$ cat src/rtl/sdram_arb_pkg.sv
// Shared widths, state encoding and index-width helper for the SDRAM slot arbiter.
package sdram_arb_pkg;

    localparam int ADDR_W = 25;
    localparam int DATA_W = 8;

    typedef enum logic {
        ST_IDLE = 1'b0,
        ST_BUSY = 1'b1
    } arb_state_t;

    // Width of an index able to hold 0..n-1, never narrower than one bit.
    function automatic int idx_w(input int n);
        return (n > 1) ? $clog2(n) : 1;
    endfunction

endpackage

$ cat src/rtl/rr_arbiter.sv
// Combinational round-robin picker: first requester found searching upward from ptr+1 with wrap.
module rr_arbiter
    import sdram_arb_pkg::*;
#(
    parameter int N     = 3,
    parameter int IDX_W = idx_w(N)
) (
    input  logic [N-1:0]     req_vec,
    input  logic [IDX_W-1:0] ptr,
    input  logic             mask_port0,
    output logic             grant_valid,
    output logic [IDX_W-1:0] grant_idx
);

    int w_dist;
    int w_best;

    // Each port's distance from ptr+1 modulo N; the eligible port with the smallest distance wins.
    always_comb begin
        grant_valid = 1'b0;
        grant_idx   = '0;
        w_dist      = 0;
        w_best      = N;
        for (int i = 0; i < N; i++) begin
            w_dist = (i + 2 * N - int'(ptr) - 1) % N;
            if (req_vec[i] && !(mask_port0 && (i == 0)) && (w_dist < w_best)) begin
                w_best      = w_dist;
                grant_valid = 1'b1;
                grant_idx   = IDX_W'(i);
            end
        end
    end

endmodule

$ cat src/rtl/sdram_arbiter.sv
// Slot-aligned arbiter sharing one byte-wide SDRAM controller port among NUM_REQ requesters,
// with optional CPU priority and a forced idle slot after MAX_BUSY_SLOTS consecutive grants.
module sdram_arbiter
    import sdram_arb_pkg::*;
#(
    parameter int NUM_REQ        = 3,
    parameter int CPU_PRIORITY   = 1,
    parameter int MAX_BUSY_SLOTS = 32
) (
    input  logic                      clk,
    input  logic                      reset_n,
    input  logic                      clkref,
    input  logic [NUM_REQ-1:0]        req,
    input  logic [NUM_REQ-1:0]        req_we,
    input  logic [NUM_REQ*ADDR_W-1:0] req_addr,
    input  logic [NUM_REQ*DATA_W-1:0] req_din,
    output logic [NUM_REQ-1:0]        ack,
    output logic [NUM_REQ*DATA_W-1:0] rdata,
    output logic [ADDR_W-1:0]         mem_addr,
    output logic [DATA_W-1:0]         mem_din,
    output logic                      mem_oe,
    output logic                      mem_we,
    input  logic [DATA_W-1:0]         mem_dout
);

    localparam int IDX_W = idx_w(NUM_REQ);
    localparam int CNT_W = idx_w(MAX_BUSY_SLOTS + 1);

    arb_state_t                r_state;
    arb_state_t                w_state_nxt;
    logic                      r_clkref_d;
    logic [IDX_W-1:0]          r_grant;
    logic [IDX_W-1:0]          r_ptr;
    logic [CNT_W-1:0]          r_busy_cnt;
    logic [NUM_REQ-1:0]        r_ack;
    logic [NUM_REQ*DATA_W-1:0] r_rdata;
    logic [ADDR_W-1:0]         r_mem_addr;
    logic [DATA_W-1:0]         r_mem_din;
    logic                      r_mem_oe;
    logic                      r_mem_we;

    logic                      w_sb;
    logic [NUM_REQ-1:0]        w_ack_mask;
    logic [NUM_REQ-1:0]        w_elig;
    logic                      w_mask_p0;
    logic                      w_cpu_win;
    logic                      w_rr_valid;
    logic [IDX_W-1:0]          w_rr_idx;
    logic                      w_win;
    logic [IDX_W-1:0]          w_win_idx;
    logic                      w_refresh;
    logic                      w_grant;
    logic [ADDR_W-1:0]         w_sel_addr;
    logic [DATA_W-1:0]         w_sel_din;
    logic                      w_sel_we;

    assign w_sb       = clkref & ~r_clkref_d;
    // The port completing in this slot sits out the arbitration held in the same cycle.
    assign w_ack_mask = (r_state == ST_BUSY) ? (NUM_REQ'(1) << r_grant) : '0;
    assign w_elig     = req & ~w_ack_mask;
    assign w_mask_p0  = (CPU_PRIORITY != 0);
    assign w_cpu_win  = w_mask_p0 & w_elig[0];
    assign w_win      = w_cpu_win | w_rr_valid;
    assign w_win_idx  = w_cpu_win ? '0 : w_rr_idx;
    assign w_refresh  = (r_busy_cnt == CNT_W'(MAX_BUSY_SLOTS));
    assign w_grant    = w_win & ~w_refresh;

    rr_arbiter #(
        .N     (NUM_REQ),
        .IDX_W (IDX_W)
    ) u_rr (
        .req_vec     (w_elig),
        .ptr         (r_ptr),
        .mask_port0  (w_mask_p0),
        .grant_valid (w_rr_valid),
        .grant_idx   (w_rr_idx)
    );

    always_comb begin
        w_sel_addr = '0;
        w_sel_din  = '0;
        w_sel_we   = 1'b0;
        for (int i = 0; i < NUM_REQ; i++) begin
            if (w_win_idx == IDX_W'(i)) begin
                w_sel_addr = req_addr[i*ADDR_W +: ADDR_W];
                w_sel_din  = req_din[i*DATA_W +: DATA_W];
                w_sel_we   = req_we[i];
            end
        end
    end

    always_ff @(posedge clk or negedge reset_n) begin
        if (!reset_n) begin
            r_state <= ST_IDLE;
        end else begin
            r_state <= w_state_nxt;
        end
    end

    always_comb begin
        w_state_nxt = r_state;
        if (w_sb) begin
            w_state_nxt = w_grant ? ST_BUSY : ST_IDLE;
        end
    end

    always_ff @(posedge clk or negedge reset_n) begin
        if (!reset_n) begin
            r_clkref_d <= 1'b0;
            r_grant    <= '0;
            r_ptr      <= '0;
            r_busy_cnt <= '0;
            r_ack      <= '0;
            r_rdata    <= '0;
            r_mem_addr <= '0;
            r_mem_din  <= '0;
            r_mem_oe   <= 1'b0;
            r_mem_we   <= 1'b0;
        end else begin
            r_clkref_d <= clkref;
            r_ack      <= '0;
            if (w_sb) begin
                // Completion uses the controller data still driven for the access now ending.
                if (r_state == ST_BUSY) begin
                    r_ack <= w_ack_mask;
                    for (int i = 0; i < NUM_REQ; i++) begin
                        if (w_ack_mask[i] && !r_mem_we) begin
                            r_rdata[i*DATA_W +: DATA_W] <= mem_dout;
                        end
                    end
                end
                if (w_grant) begin
                    r_grant    <= w_win_idx;
                    r_ptr      <= w_win_idx;
                    r_mem_addr <= w_sel_addr;
                    r_mem_din  <= w_sel_din;
                    r_mem_oe   <= ~w_sel_we;
                    r_mem_we   <= w_sel_we;
                    r_busy_cnt <= r_busy_cnt + 1'b1;
                end else begin
                    r_mem_oe   <= 1'b0;
                    r_mem_we   <= 1'b0;
                    r_busy_cnt <= '0;
                end
            end
        end
    end

    assign ack      = r_ack;
    assign rdata    = r_rdata;
    assign mem_addr = r_mem_addr;
    assign mem_din  = r_mem_din;
    assign mem_oe   = r_mem_oe;
    assign mem_we   = r_mem_we;

endmodule

$ cat config.mk
export PLATFORM = sky130hd
export DESIGN_NAME = sdram_arbiter
export DESIGN_NICKNAME = d
export VERILOG_FILES = /design/src/rtl/sdram_arb_pkg.sv /design/src/rtl/rr_arbiter.sv /design/src/rtl/sdram_arbiter.sv
export SDC_FILE = /design/constraint.sdc
export NUM_CORES = 1
export LEC_CHECK = 0
export BUFFER_PORTS_ARGS = -buffer_cell sky130_fd_sc_hd__buf_4
export CAP_MARGIN = 20
export CORE_MARGIN = 5
export CORE_UTILIZATION = 46
export DETAILED_ROUTE_END_ITERATION = 10
export PLACE_DENSITY = 0.85
export REMOVE_ABC_BUFFERS = 1
export SLEW_MARGIN = 10
export SYNTH_ARGS = -nofsm -noshare
export SYNTH_HDL_FRONTEND = slang
export SYNTH_SLANG_ARGS = --single-unit
$ cat constraint.sdc
create_clock -name clk -period 6.4 [get_ports clk]
set_input_delay 0.64 -clock clk [delete_from_list [all_inputs] [get_ports clk]]
set_output_delay 0.64 -clock clk [all_outputs]
set_load 0.02 [all_outputs]
==> summary.md <==
| Metric | Value |
|---|---|
| Skew final | approximately 0.012 ns |
| Number of synthesized flops with an enable pin | 0 |
| DR iter-0 viols | 458 |
| GRT overflow | 0 |
| XOR/XNOR Fraction of Synth Area | between 1 and 1.5% |
| Crit-path max cell delay | approximately 0.52 ns |
| Final HPWL from detailed placement | 11600 um |
| Pre-CTS WS | -0.0887 ns |
| Slowest CP cell | or4b_1 |
| Max-slew violations | 0 |
| Setup crit end | mem_addr[6]$_DFFE_PN0P_ |
| Post-Syn Area per Cell | 9.11 um2 |
| Layout cells sized above 1 | between 30% and 40% |
| Final TNS setup | 0 ns |
| Drt via density | around 6.0 |
| CP max FO | 15 |
| Syn Inst Count | 539 |
| Fin crit share | 96.6% |
| Final setup violation count | 0 |
| Largest family of logic cells by synthesized area | compound AO/OA/AOI/OAI gates |
| Via count | 5156 |
| Adder-cell share of the synthesized area | about an eighth |
| I/O pin cnt | 178 |
| Worst-path clk slew | approximately 0.090 ns |
| Net count, final | 876 |
| Yosys reg bits | 72 |
| Die ar. | 0.0128 mm2 |
| Most frequent cell after synthesis | nand2_1 |
| CTS Buffer Depth | 2 |
| Path category of the worst min-delay check | primary input to asynchronous set/reset pin |
| Critical Path RT | 6.64 ns |
| Antenna cells | 0 |
| Core Region | 0.0104 mm2 |
| Hold Slack | 0.393 ns |
| Endpoints failing hold | 0 |
| Crit. End Element | flop |
| Overall Global Routing Usage | 23.9% |
| Critical Path Source | r_ptr[1]$_DFFE_PN0P_ |
| Crit path top cell by count | ha_1 |
| Post-DP Area | 0.00643 mm2 |
| Unrepaired setup endpoints after global routing | yes |
| Top post-synthesis cells by area | dfrtp_1, ha_1, nand2_1, mux2_2, a221oi_1 |
| # H-tree levels | 3 |
| Simple logic cell fraction of the synthesized area | 15.8% |
| Clock Root Buffer | clkbuf_8 |
| Post-synth cell types | 59 |
| Fillers | between 700 and 800 |
| Vias in the first global route | 4965 |
| # DRC | 0 |
| Largest net degree at the start of global routing | 84 |
| Flop2flop setup slack | 0.22 ns |
| Final setup margin | 0.221 ns |
| Ys async rst share | 100% |
| Clk Latency, worst-skew pair | approximately 0.36 ns |
| Worst reg2reg path startpoint | r_ptr[1]$_DFFE_PN0P_ |
| Post-layout min period | 6.18 ns |
| Worst R2R Path Depth | 28 |
| Routability cong. | between 0.9 and 1 |
| Yosys warns | 0 |
| DRT Pass-1 Iters | 6 |
| Cell taking the most area after synthesis | dfrtp_1 |
| Max Cap Viol | 0 |
| Cell area after layout | ~0.0068 mm2 |
| Area grow syn2layout | 39.0% |
| Fmax | 162 MHz |
| WS Path Type | flop to flop |
| Synth Flop Type | dfrtp_1 |
| Wire length per cell | between 15 and 20 um |
| Reg-to-reg critical path endpoint | mem_addr[6]$_DFFE_PN0P_ |
| Worst Tran Pin Value | 0.961 ns |
| Post-synthesis mux area share | 7.51% |
| Mapped Area | approximately 0.0049 mm2 |
| Initial antenna violation count | 0 |
| Most frequent cells after synthesis | nand2_1, dfrtp_1, nor2_1, ha_1, o31ai_1 |
| Die Ht | between 100 and 150 um |
| Critical Path AT | 6.42 ns |
| Initial Util | 47.4% |
| Relative slew slack | 35.8% |
| Remaining antenna violation count after routing | 0 |
| Sequential share of the synthesized area | 36.7% |
| First-pass GRT wire length | 24800 um |
| Clk sinks | 72 |
| Die X | 113 um |
| Yosys top cell area share | 36.7% |
| I/O Buffers | around 180 |
| Drt total wl | approximately 16000 um |
| Worst Setup Start Kind | flop |
| CTS tree | built |
| Post-synthesis compound-gate area fraction | 22.9% |
| Total CTS buffers | 9 |
| Status | finished clean |
| Site Rows | 37 |
registers in the layout, summed over array words and instances (netlist names):
signal,flops
mem_oe,1
r_state,1
r_clkref_d,1
mem_we,1
r_ptr,2
mem_addr,25
mem_din,8
rdata,24
r_busy_cnt,6
ack,3
layer usage:
metal  vias to the layer above  track usage (%)  wire length [um]
li1                       2363                -                 -
met1                      2478             28.9              6170
met2                       268             41.0              8260
met3                        47             7.27              1490
met4                         0             7.37               443
met5                         -                0                 0
how the worst min path moves through the flow:
| stage | from | cells past startpoint | slack [ns] | end |
|---|---|---|---|---|
| final | reset_n | 1 | 0.39 | mem_addr[21]$_DFFE_PN0P_ |
| after global routing | clkref | 1 | 0.38 | r_clkref_d$_DFF_PN0_ |
| after global placement | mem_addr[12]$_DFFE_PN0P_ | 2 | 0.46 | mem_addr[12]$_DFFE_PN0P_ |
| after floorplan | reset_n | 0 | 0.34 | ack[0]$_DFF_PN0_ |
| after detailed placement | mem_din[5]$_DFFE_PN0P_ | 2 | 0.47 | mem_din[5]$_DFFE_PN0P_ |
| after CTS | clkref | 1 | 0.38 | r_clkref_d$_DFF_PN0_ |
placed cells by master, fill, tap and decap left out, types with 4 or more instances in the layout:
cell      count
nand4_1       8
a21oi_1      15
o31ai_1      34
nor2_1       46
o21ai_0      28
mux2i_1       5
nor3_1        7
nand2b_1      6
a21o_1        5
buf_12        4
nand2_1      83
a221oi_1     31
dfrtp_1      71
mux2_2       27
nand3_1       9
buf_4       190
ha_1         42
clkbuf_8      9
inv_1         9
timing repair:
action / in CTS / in global routing
setup buffers: 0 / 4
setup endpoints to repair: 34 / 44
hold buffers: 0 / 0
gates cloned: 0 / 3
pin swaps: 0 / 14
hold endpoints to repair: 0 / 0
resized for setup: 4 / 20
layout make-up:
class | instances | area, um2 | share of cell area, %
repair buffers | 200 | 1590 | 23.3
multi-input cells | 420 | 3010 | 44.1
clock inverters | 7 | 86.3 | 1.26
flip-flops and latches | 72 | 1800 | 26.4
inverters | 12 | 45.0 | 0.660
clock buffers | 9 | 124 | 1.81
well taps | 136 | 170 | 2.49
per-stage QoR:
stage	utilization, %	std cells
6_report	65.9	856
4_1_cts	64.2	847
5_1_grt	65.9	856
3_5_place_dp	62.0	831
3_3_place_gp	62.0	831
2_1_floorplan	-	504
worst max-delay path: cells and delay by family, from the launching register on:
family                   cells  cell delay, ns
AO/OA/AOI/OAI               10            1.92
AND/OR/NAND/NOR              7            1.48
buffers and inverters        4            0.53
flip-flops                   1            0.44
multiplexers                 1            0.29
adder cells (fa/ha/maj)      6            1.38
cells by family after synthesis:
family          Yosys count
flops                    72
mux                      33
buf+inv                  47
compound gates          157
simple gates            178
fa+ha+maj                46
xor+xnor                  6
Power is not shown: default switching activity piles up to over one toggle a cycle in this logic, so the estimate is an artifact.
